File: config.mk
export PLATFORM = sky130hd
export DESIGN_NAME = lz77_decoder
export DESIGN_NICKNAME = d
export VERILOG_FILES = /design/src/rtl/lz77_decoder.sv
export SDC_FILE = /design/constraint.sdc
export NUM_CORES = 1
export LEC_CHECK = 0
export BUFFER_PORTS_ARGS = -buffer_cell sky130_fd_sc_hd__buf_2
export CAP_MARGIN = 10
export CORE_MARGIN = 3
export CORE_UTILIZATION = 45
export CTS_CLUSTER_DIAMETER = 100
export DETAILED_ROUTE_END_ITERATION = 10
export SLEW_MARGIN = 10
export SYNTH_ARGS = -nofsm -noshare
export SYNTH_HDL_FRONTEND = slang
export SYNTH_SLANG_ARGS = --single-unit
File: constraint.sdc
create_clock -name clk -period 2.8 [get_ports clk]
set_input_delay 0.42 -clock clk [delete_from_list [all_inputs] [get_ports clk]]
set_output_delay 0.42 -clock clk [all_outputs]
set_load 0.005 [all_outputs]
File: src/rtl/lz77_decoder.sv
// LZ77 token decoder: rebuilds the byte stream from (distance, length, literal) tokens.
// Optional LZ77_DECODER_STATS_EN adds byte_count / token_count outputs.
module lz77_decoder #(
    parameter int unsigned DATA_WIDTH            = 8,
    parameter int unsigned DICTIONARY_DEPTH      = 32,
    parameter int unsigned DICTIONARY_DEPTH_LOG  = $clog2(DICTIONARY_DEPTH),
    parameter int unsigned LOOK_AHEAD_BUFF_DEPTH = 19,
    parameter int unsigned CNT_WIDTH             = $clog2(LOOK_AHEAD_BUFF_DEPTH)
) (
    input  logic                            clk,
    input  logic                            rst,
    input  logic                            tok_valid,
    output logic                            tok_ready,
    input  logic [DICTIONARY_DEPTH_LOG-1:0] match_position,
    input  logic [CNT_WIDTH-1:0]            match_length,
    input  logic [DATA_WIDTH-1:0]           next_symbol,
    output logic [DATA_WIDTH-1:0]           out_data,
    output logic                            out_valid,
    input  logic                            out_ready,
    output logic                            dist_err
`ifdef LZ77_DECODER_STATS_EN
   ,output logic [31:0]                     byte_count,
    output logic [31:0]                     token_count
`endif
);

    localparam int unsigned PTR_W  = DICTIONARY_DEPTH_LOG;
    localparam int unsigned FILL_W = DICTIONARY_DEPTH_LOG + 1;

    typedef enum logic [1:0] {IDLE, COPY, LIT} state_t;

    state_t                  state_q, state_d;
    logic                    tok_ready_q, tok_ready_d;
    logic                    out_valid_q, out_valid_d;
    logic [DATA_WIDTH-1:0]   out_data_q, out_data_d;
    logic                    dist_err_q, dist_err_d;
    logic [PTR_W-1:0]        wr_ptr_q, wr_ptr_d;
    logic [PTR_W-1:0]        rd_ptr_q, rd_ptr_d;
    logic [FILL_W-1:0]       fill_q, fill_d;
    logic [CNT_WIDTH-1:0]    remaining_q, remaining_d;
    logic [DATA_WIDTH-1:0]   sym_q, sym_d;
    logic [DATA_WIDTH-1:0]   dict_q [DICTIONARY_DEPTH];

    logic                    slot_free;
    logic                    accept;
    logic                    bad_dist;
    logic                    issue;
    logic [DATA_WIDTH-1:0]   issue_data;

    assign slot_free = !out_valid_q || out_ready;
    assign accept    = tok_valid && tok_ready_q;
    assign bad_dist  = (match_position == '0) || (FILL_W'(match_position) > fill_q);

    // Next-state and datapath; a byte is issued whenever it is loaded into the output slot.
    always_comb begin
        state_d     = state_q;
        rd_ptr_d    = rd_ptr_q;
        remaining_d = remaining_q;
        sym_d       = sym_q;
        dist_err_d  = dist_err_q;
        out_data_d  = out_data_q;
        out_valid_d = out_valid_q && !out_ready;
        wr_ptr_d    = wr_ptr_q;
        fill_d      = fill_q;
        issue       = 1'b0;
        issue_data  = '0;
        case (state_q)
            IDLE: begin
                if (accept) begin
                    sym_d       = next_symbol;
                    rd_ptr_d    = wr_ptr_q - match_position;
                    remaining_d = match_length;
                    if (match_length == '0) begin
                        state_d = LIT;
                    end else if (bad_dist) begin
                        dist_err_d  = 1'b1;
                        remaining_d = '0;
                        state_d     = LIT;
                    end else begin
                        state_d = COPY;
                    end
                end
            end
            COPY: begin
                // Dictionary is read combinationally, so distance-1 copies see last cycle's write.
                if (slot_free) begin
                    issue       = 1'b1;
                    issue_data  = dict_q[rd_ptr_q];
                    rd_ptr_d    = rd_ptr_q + PTR_W'(1);
                    remaining_d = remaining_q - CNT_WIDTH'(1);
                    if (remaining_q == CNT_WIDTH'(1)) begin
                        state_d = LIT;
                    end
                end
            end
            LIT: begin
                if (slot_free) begin
                    issue      = 1'b1;
                    issue_data = sym_q;
                    state_d    = IDLE;
                end
            end
            default: state_d = IDLE;
        endcase
        if (issue) begin
            out_valid_d = 1'b1;
            out_data_d  = issue_data;
            wr_ptr_d    = wr_ptr_q + PTR_W'(1);
            if (fill_q != FILL_W'(DICTIONARY_DEPTH)) begin
                fill_d = fill_q + FILL_W'(1);
            end
        end
        tok_ready_d = (state_d == IDLE);
    end

    always_ff @(posedge clk or posedge rst) begin
        if (rst) begin
            state_q     <= IDLE;
            tok_ready_q <= 1'b0;
            out_valid_q <= 1'b0;
            out_data_q  <= '0;
            dist_err_q  <= 1'b0;
            wr_ptr_q    <= '0;
            rd_ptr_q    <= '0;
            fill_q      <= '0;
            remaining_q <= '0;
            sym_q       <= '0;
        end else begin
            state_q     <= state_d;
            tok_ready_q <= tok_ready_d;
            out_valid_q <= out_valid_d;
            out_data_q  <= out_data_d;
            dist_err_q  <= dist_err_d;
            wr_ptr_q    <= wr_ptr_d;
            rd_ptr_q    <= rd_ptr_d;
            fill_q      <= fill_d;
            remaining_q <= remaining_d;
            sym_q       <= sym_d;
        end
    end

    // Sliding dictionary storage; contents survive reset.
    always_ff @(posedge clk) begin
        if (issue) begin
            dict_q[wr_ptr_q] <= issue_data;
        end
    end

    assign tok_ready = tok_ready_q;
    assign out_valid = out_valid_q;
    assign out_data  = out_data_q;
    assign dist_err  = dist_err_q;

`ifdef LZ77_DECODER_STATS_EN
    logic [31:0] byte_count_q, byte_count_d;
    logic [31:0] token_count_q, token_count_d;

    always_comb begin
        byte_count_d  = byte_count_q;
        token_count_d = token_count_q;
        if (out_valid_q && out_ready) begin
            byte_count_d = byte_count_q + 32'd1;
        end
        if (accept) begin
            token_count_d = token_count_q + 32'd1;
        end
    end

    always_ff @(posedge clk or posedge rst) begin
        if (rst) begin
            byte_count_q  <= '0;
            token_count_q <= '0;
        end else begin
            byte_count_q  <= byte_count_d;
            token_count_q <= token_count_d;
        end
    end

    assign byte_count  = byte_count_q;
    assign token_count = token_count_q;
`endif

endmodule

Word-level counts from Yosys, hierarchy flattened:

Memory sizes are Yosys's and may differ from the RTL's.
Cells that the tools add are included.
Widths: inputs -> output; s select.

* add/sub/neg operators: 5
* magnitude comparators: 1
* equal/unequal tests: 6
* multiplexer cells: 23
* bitwise gates (word level): 1
* reductions and logical operators: 16

Operators by type and width (number)
* $mux 5: 6
* $pmux 5 s2: 2
* $mux 8: 2
* $pmux 8 s2: 1
* $mux 2: 6
* $add 5x1->5 const B: 2
* $logic_not 5->1: 2
* $add 6x1->6 const B: 1
* $gt 5x6->1: 1
* $ne 6x6->1 const B: 1
* $pmux 2 s3: 1
* $eq 5x1->1 const B: 1
* $mux 1: 5
* $sub 5x1->5 const B: 1
* $sub 5x5->5: 1
* $logic_not 2->1: 2
* $ne 2x2->1 const B: 2
* $reduce_and 2->1: 2
* $reduce_and 4->1: 1
* $reduce_and 3->1: 1
* $eq 2x1->1 const B: 1
* $eq 2x2->1 const B: 1
* $logic_and 1x1->1: 2
* $logic_not 1->1: 2
* other kinds (4): 5

* flip-flop bits (word level): 42
* RAM bits: 256
* input port bits: 22
* output and inout bits: 11
* word-level logic and storage cells: 63
* memories: 1

Memory list
* dict_q: words 32, bits a word 8, read ports 1, clocked after memory_dff 0, write ports 1, RTL line 42 `logic [DATA_WIDTH-1:0] dict_q [DICTIONARY_DEPTH];`

Longest topological paths before layout:

Gate-level depths: netlist of the first run.

* depth after elaboration: 7
* mapped depth: 8
* mapped depth without buffers: 8

Worst setup path after synthesis of the first run:

OpenSTA, ideal clock, no wires.

* path type: register -> register
* start point: register rd_ptr_q[3]
* end point: memory dict_q[0][2], data pin
* setup time: 0.377 ns
* arrival: 2.365 ns
* data required time: 2.423 ns
* path slack: 0.059 ns
* cell stages (with the launch flop): 7
* path buffers: 1
* clock period less this slack: 2.741 ns
* cells stage by stage: dfrtp_1 -> buf_2 -> nor3b_1 -> a22oi_1 -> nand2_1 -> o311ai_1 -> a21oi_1

* word-level cells in the longest chain between the ends: 3

RTL lines
* start, declared: RTL line 38 `logic [PTR_W-1:0] rd_ptr_q, rd_ptr_d;`
* start signal, assigned: RTL line 135 `rd_ptr_q <= rd_ptr_d;`
* $mem_v2 32x8
* $mux 8: RTL line 86 `if (slot_free) begin`
* $pmux 8 s2: RTL line 67 `case (state_q)`
* via issue_data[2]: RTL line 48 `logic [DATA_WIDTH-1:0] issue_data;`
* end, declared: RTL line 42

The timed path passes the listed nets, and every way through them passes these cells.

Final worst setup path of the first run:

* start point: register rd_ptr_q[0]
* end point: memory dict_q[23][2], data pin

Same word-level chain as after synthesis.

==> run summary, run 1 <==
CTS Sinks - 298
relative slew slack - 0.2869
worst skew pair latency - 0.56 ns
Yosys cell types - 53
HPWL after detailed placement - 20790 µm
antenna fix cells - 0
fin. max-slew vios - 0
dpl cell area - 13750 µm²
sequential area share after synthesis - 0.6976
CP Max Fanout - 24
worst clock skew - 0.007265 ns
Post-synth top cells - 256 x edfxtp_1, 67 x mux2_2, 50 x nor2_1
Yosys warnings - 0
Layout fillers - 2211
GRT overflow - 0
PwrDens - 992.5 nW/µm²
Final setup viols - 0
post-layout instance area - 14750 µm²
HP Class - input pin to async pin
Clock Path Buffers - 3
via density per instance - 5.677
first-pass GRT wire length - 46370 µm
final wirelength - 30110 µm
Cells after Synth - 770
Placer Congestion - 0.8247
antenna viol nets, final - 0
Core Footprint - 27180 µm²
CP required - 3.10 ns
Synth area leader - edfxtp_1
violated checks - negative hold slack
largest cells by area after synthesis - edfxtp_1 61%, dfrtp_1 8.4%, mux4_2 6.3%, mux2_2 6.0%, ha_1 2.2%
# rows - 60
Placed Cells - 1225
cells on worst reg2reg path - 8
initial antenna violation count - 0
final hold vios - 26
cts hold-fix bufs - 0
DR iter-0 viols - 702
DRC Markers - 0
die area - 29870 µm²
#FFs+latches synth - 298
WL/cell - 23.58 µm
Tmin final - 2.687 ns
Async SR Flop Fraction - 0.1409
Post-Layout Cell Count - 1277
post-synth top area share - 0.6137
Crit. End Element - register
outcome - complete, but fails checks
Pre-antenna DRT Iters - 7
die width - 172.8 µm
RSZ-0062 raised after global routing - false
Worst VDD drop - 0.5289 mV
# nets final - 930
worst slew pin tran - 1.063 ns
Starting Density - 0.4609
final period utilization - 0.9598
largest net degree at the start of global routing - 33
Die Ht - 172.8 µm
startpoint types - register
number of synthesized flops with an enable pin - 256
Min Hold Slack - -0.01675 ns
Root Driver - clkbuf_16
Avg Cell Area, Syn - 16.27 µm²
GRT Util Overall - 0.2018
Achievable Freq - 372.1 MHz
vias in the first global route - 7551
P&R area growth vs syn - 17.76%
critical path type - register to register
Reg clk slew, reported paths - 0.06 ns
WP data arrival - 2.98 ns
share of cells above drive strength 1 - 0.3127
max_cap viols - 0
num ports - 33
H-tree levels - 1
most common cell in the synthesized netlist - edfxtp_1
Mapped Area - 12530 µm²
Post-synth top flop - edfxtp_1
Syn Nets - 815
vias post-DR - 7250
cts bufs inserted - 30
TritonCTS clock tree - yes
I/O Buffers - 32
Pleak - 5.223 nW
critical path: stages, from the launching register on:
cell and delay, ns:
dfrtp_4 0.52, buf_12 0.23, buf_4 0.20, mux4_2 0.49, and2_1 0.21, o311ai_2 0.31
buf_4 0.18, a21oi_2 0.08, buf_12 0.16
metal layers:
| layer | up-vias | part of all wire | track usage |
|---|---|---|---|
| li1 | 3228 | - | - |
| met1 | 3719 | 0.42 | 0.2744 |
| met2 | 245 | 0.49 | 0.3406 |
| met3 | 58 | 0.057 | 0.02964 |
| met4 | 0 | 0.029 | 0.05980 |
| met5 | - | 0 | 0 |
layout by cell type, fill, tap and decap left out, drive strengths merged, types with 5 or more instances in the layout:
cell / n
dfrtp: 42
a221oi: 8
clkbuf: 34
clkinv: 15
buf: 121
nand3: 17
o211ai: 7
mux4: 35
mux2: 68
nor3: 6
o21ai: 18
and2: 9
edfxtp: 256
nand2: 46
a22oi: 27
ha: 22
nor2: 50
nand4: 15
inv: 20
xnor2: 7
nor2b: 5
a21oi: 20
a31oi: 8
cell families after synthesis:
| kind of cell | count (synthesis) | synth area share |
|---|---|---|
| AND/OR/NAND/NOR | 166 | 0.06333 |
| buffers and inverters | 59 | 0.02358 |
| multiplexers | 106 | 0.1265 |
| XOR/XNOR | 11 | 0.007691 |
| adder cells (fa/ha/maj) | 23 | 0.02357 |
| flip-flops | 298 | 0.6976 |
| AO/OA/AOI/OAI | 107 | 0.05774 |
final cells by class:
type | count | area (µm²) | share of cell area
flip-flops and latches | 298 | 8746 | 0.5929
multi-input cells | 413 | 3546 | 0.2404
repair buffers | 121 | 940.9 | 0.06379
clock buffers | 34 | 765.7 | 0.05191
well taps | 372 | 465.4 | 0.03155
clock inverters | 18 | 207.7 | 0.01408
inverters | 21 | 78.83 | 0.005344
stage by stage:
| stage | utilization | worst slack, ns | power (W) | setup TNS, ns | hold slack (ns) |
|---|---|---|---|---|---|
| floorplan | - | 0.05851 | 0.008869 | 0 | 0.4456 |
| global placement | 0.5058 | -0.05466 | 0.01061 | -2.410 | 0.4686 |
| detailed placement | 0.5058 | -0.2367 | 0.01073 | -8.009 | 0.4724 |
| CTS | 0.5422 | 0.02169 | 0.01470 | 0 | 0.001052 |
| global route | 0.5428 | 0.02040 | 0.01536 | 0 | 0.03636 |
| finish | 0.5428 | 0.1126 | 0.01464 | 0 | -0.01675 |
worst paths after layout:
path	from	to	slack, ns
worst max-delay path	rd_ptr_q[0]	dict_q[23][2]	0.11
worst min-delay path	rst	tok_ready	-0.02
worst max register to register	rd_ptr_q[0]	dict_q[23][2]	0.11
worst min register to register	fill_q[4]	fill_q[4]	0.48
max in group asynchronous	rst	sym_q[5]	2.11
min in group clk	next_symbol[4]	sym_q[4]	0.09
timing repair:
| action | CTS | global route |
|---|---|---|
| setup buffers | 0 | 0 |
| endpoints found under the setup margin | 56 | 24 |
| gates cloned | 0 | 0 |
| gates resized for setup | 2 | 3 |
flip-flops by register name, summed over array words and instances (netlist names):
register     count
dict_q         256
dist_err         1
fill_q           6
out_data         8
out_valid        1
rd_ptr_q         5
remaining_q      5
state_q          2
sym_q            8
tok_ready        1
wr_ptr_q         5
report_power, final:
part	leakage (nW)	total [W]	switching, W	internal [W]
Combinational	1.88	0.00472	0.00266	0.00206
Sequential	2.86	0.00597	0.000445	0.00552
Clock	0.479	0.00395	0.00163	0.00232
No activity file was read; power rests on OpenSTA's default activity.
==> run 2, diff against run 1 <==
- RECOVER_POWER: unset -> 50
==> run summary, run 2 (same netlist as run 1, synthesis figures left out) <==
Final Total Pwr - 0.01462 W (-0.13%)
Core Footprint - 27180 µm² (unchanged)
GRT Util Overall - 0.2018 (unchanged)
# rows - 60 (unchanged)
FF-to-FF Start - rd_ptr_q[0]
final period utilization - 0.9612 (+0.001392)
critical path type - register to register
WP data arrival - 2.99 ns (about the same)
P&R area growth vs syn - 17.01%
final core utilization - 0.5393 (-0.003453)
Clock Path Buffers - 3 (unchanged)
cells on worst reg2reg path - 7 (-1)
final wirelength - 30170 µm (+0.18%)
worst slew pin tran - 1.052 ns (-0.01102 ns)
cts hold-fix bufs - 0 (unchanged)
share of cells above drive strength 1 - 0.2961 (-0.01657)
R2R setup slack - 0.11 ns (about the same)
Crit. End Element - register
cts bufs inserted - 30 (unchanged)
max_cap viols - 0 (unchanged)
Placer Congestion - 0.8247 (unchanged)
violated checks - negative hold slack
I/O Buffers - 32 (unchanged)
worst skew pair latency - 0.56 ns (about the same)
PwrDens - 997.6 nW/µm² (+0.51%)
largest net degree at the start of global routing - 33 (unchanged)
outcome - complete, but fails checks
Final setup viols - 0 (unchanged)
CP Max Fanout - 24 (unchanged)
Pre-antenna DRT Iters - 5 (-2)
most frequent cells in the layout - 256 x edfxtp_1, 67 x mux2_2, 50 x nor2_1, 50 x buf_4, 46 x nand2_1
via density per instance - 5.696 (+0.33%)
die width - 172.8 µm (unchanged)
die area - 29870 µm² (unchanged)
max reg flops - 256 (unchanged)
startpoint types - register
Reg-to-Reg End - dict_q[17][4]
area occupied by multi-input gates - 3546 µm² (unchanged)
DRC Markers - 0 (unchanged)
HPWL after detailed placement - 20790 µm (unchanged)
num ports - 33 (unchanged)
HP Class - input pin to async pin
Reg clk slew, reported paths - 0.06 ns (about the same)
antenna fix cells - 0 (unchanged)
Pleak - 5.154 nW (-1.3%)
Tmin final - 2.691 ns (+0.003897 ns)
CP required - 3.10 ns (about the same)
Layout fillers - 2236 (+1.1%)
CTS Sinks - 298 (unchanged)
TritonCTS clock tree - yes
Min Hold Slack - -0.02057 ns (-0.003815 ns)
vias post-DR - 7274 (+0.33%)
Worst VDD drop - 0.5279 mV (-0.19%)
vias in the first global route - 7551 (unchanged)
Root Driver - clkbuf_16
commonest non-fill, non-tap cell in the layout - edfxtp_1
antenna viol nets, final - 0 (unchanged)
Starting Density - 0.4609 (unchanged)
first-pass GRT wire length - 46370 µm (unchanged)
GRT overflow - 0 (unchanged)
RSZ-0062 raised after global routing - false
# nets final - 930 (unchanged)
final hold vios - 26 (unchanged)
H-tree levels - 1 (unchanged)
Top reg by flops - dict_q
Achievable Freq - 371.6 MHz (-0.14%)
register area - 8746 µm² (unchanged)
initial antenna violation count - 0 (unchanged)
fin. max-slew vios - 0 (unchanged)
DR iter-0 viols - 696 (-0.85%)
WL/cell - 23.62 µm (+0.18%)
Die Ht - 172.8 µm (unchanged)
relative slew slack - 0.2943 (+0.007390)
worst clock skew - 0.009923 ns (+0.002658 ns)
==> run 2: cell count changes in the layout (fill, tap and decap cells not counted) <==
cell      change
buf_4        -30
and2_1        -1
buf_2         -8
and2_0        +1
clkbuf_1     +15
clkbuf_2     +23
==> run 2: power by group <==
part,internal [W],total [W],switching (W)
combinational,0.00202,0.00470,0.00268
sequential,0.00553,0.00597,0.000447
clock,0.00232,0.00395,0.00163
==> run 2: worst max path at each step <==
stage	start	endpoint	slack (ns)	cells after the start
after detailed placement	rd_ptr_q[2]	dict_q[31][6]	-0.24	6
final	rd_ptr_q[0]	dict_q[17][4]	0.11	7
after floorplan	rd_ptr_q[3]	dict_q[0][2]	0.06	6
after CTS	rd_ptr_q[0]	dict_q[21][4]	0.02	7
after global placement	rd_ptr_q[2]	dict_q[31][6]	-0.05	6
after global routing	rd_ptr_q[0]	dict_q[30][1]	0.02	8
==> run 2: cell type report <==
cell class,count,area share
repair buffers,121,0.05779
inverters,21,0.005378
well taps,372,0.03176
clock inverters,18,0.01417
clock buffers,34,0.05224
flip-flops and latches,298,0.5967
multi-input cells,413,0.2419
==> run 2: metrics by stage <==
stage                     std cells  TNS (ns)  setup slack, ns  instance area [µm²]
after detailed placement       1225    -8.009          -0.2367                13750
after global placement         1225    -2.410         -0.05466                13750
after global routing           1277         0          0.02040                14660
after CTS                      1277         0          0.02169                14740
final                          1277         0           0.1087                14660
after floorplan                 770         0          0.05851                12530
==> run 2: what timing repair did <==
item                                    CTS  global route
endpoints found under the setup margin   56            24
gates cloned                              0             0
gates resized for setup                   2             3
buffers inserted                          0             0
==> run 2: layer usage <==
metal | track usage | routed length [µm] | vias to the layer above
li1 | - | - | 3226
met1 | 0.2744 | 12620 | 3721
met2 | 0.3406 | 14850 | 267
met3 | 0.02964 | 1754 | 60
met4 | 0.05980 | 949 | 0
met5 | 0 | 0 | -
==> run 2: worst max-delay path, cell delays in order (launching register included) <==
cell	delay, ns
dfrtp_4	0.52
buf_12	0.23
mux4_2	0.53
a22oi_2	0.29
nand4_1	0.28
o211ai_2	0.19
a21oi_4	0.16
buf_12	0.19
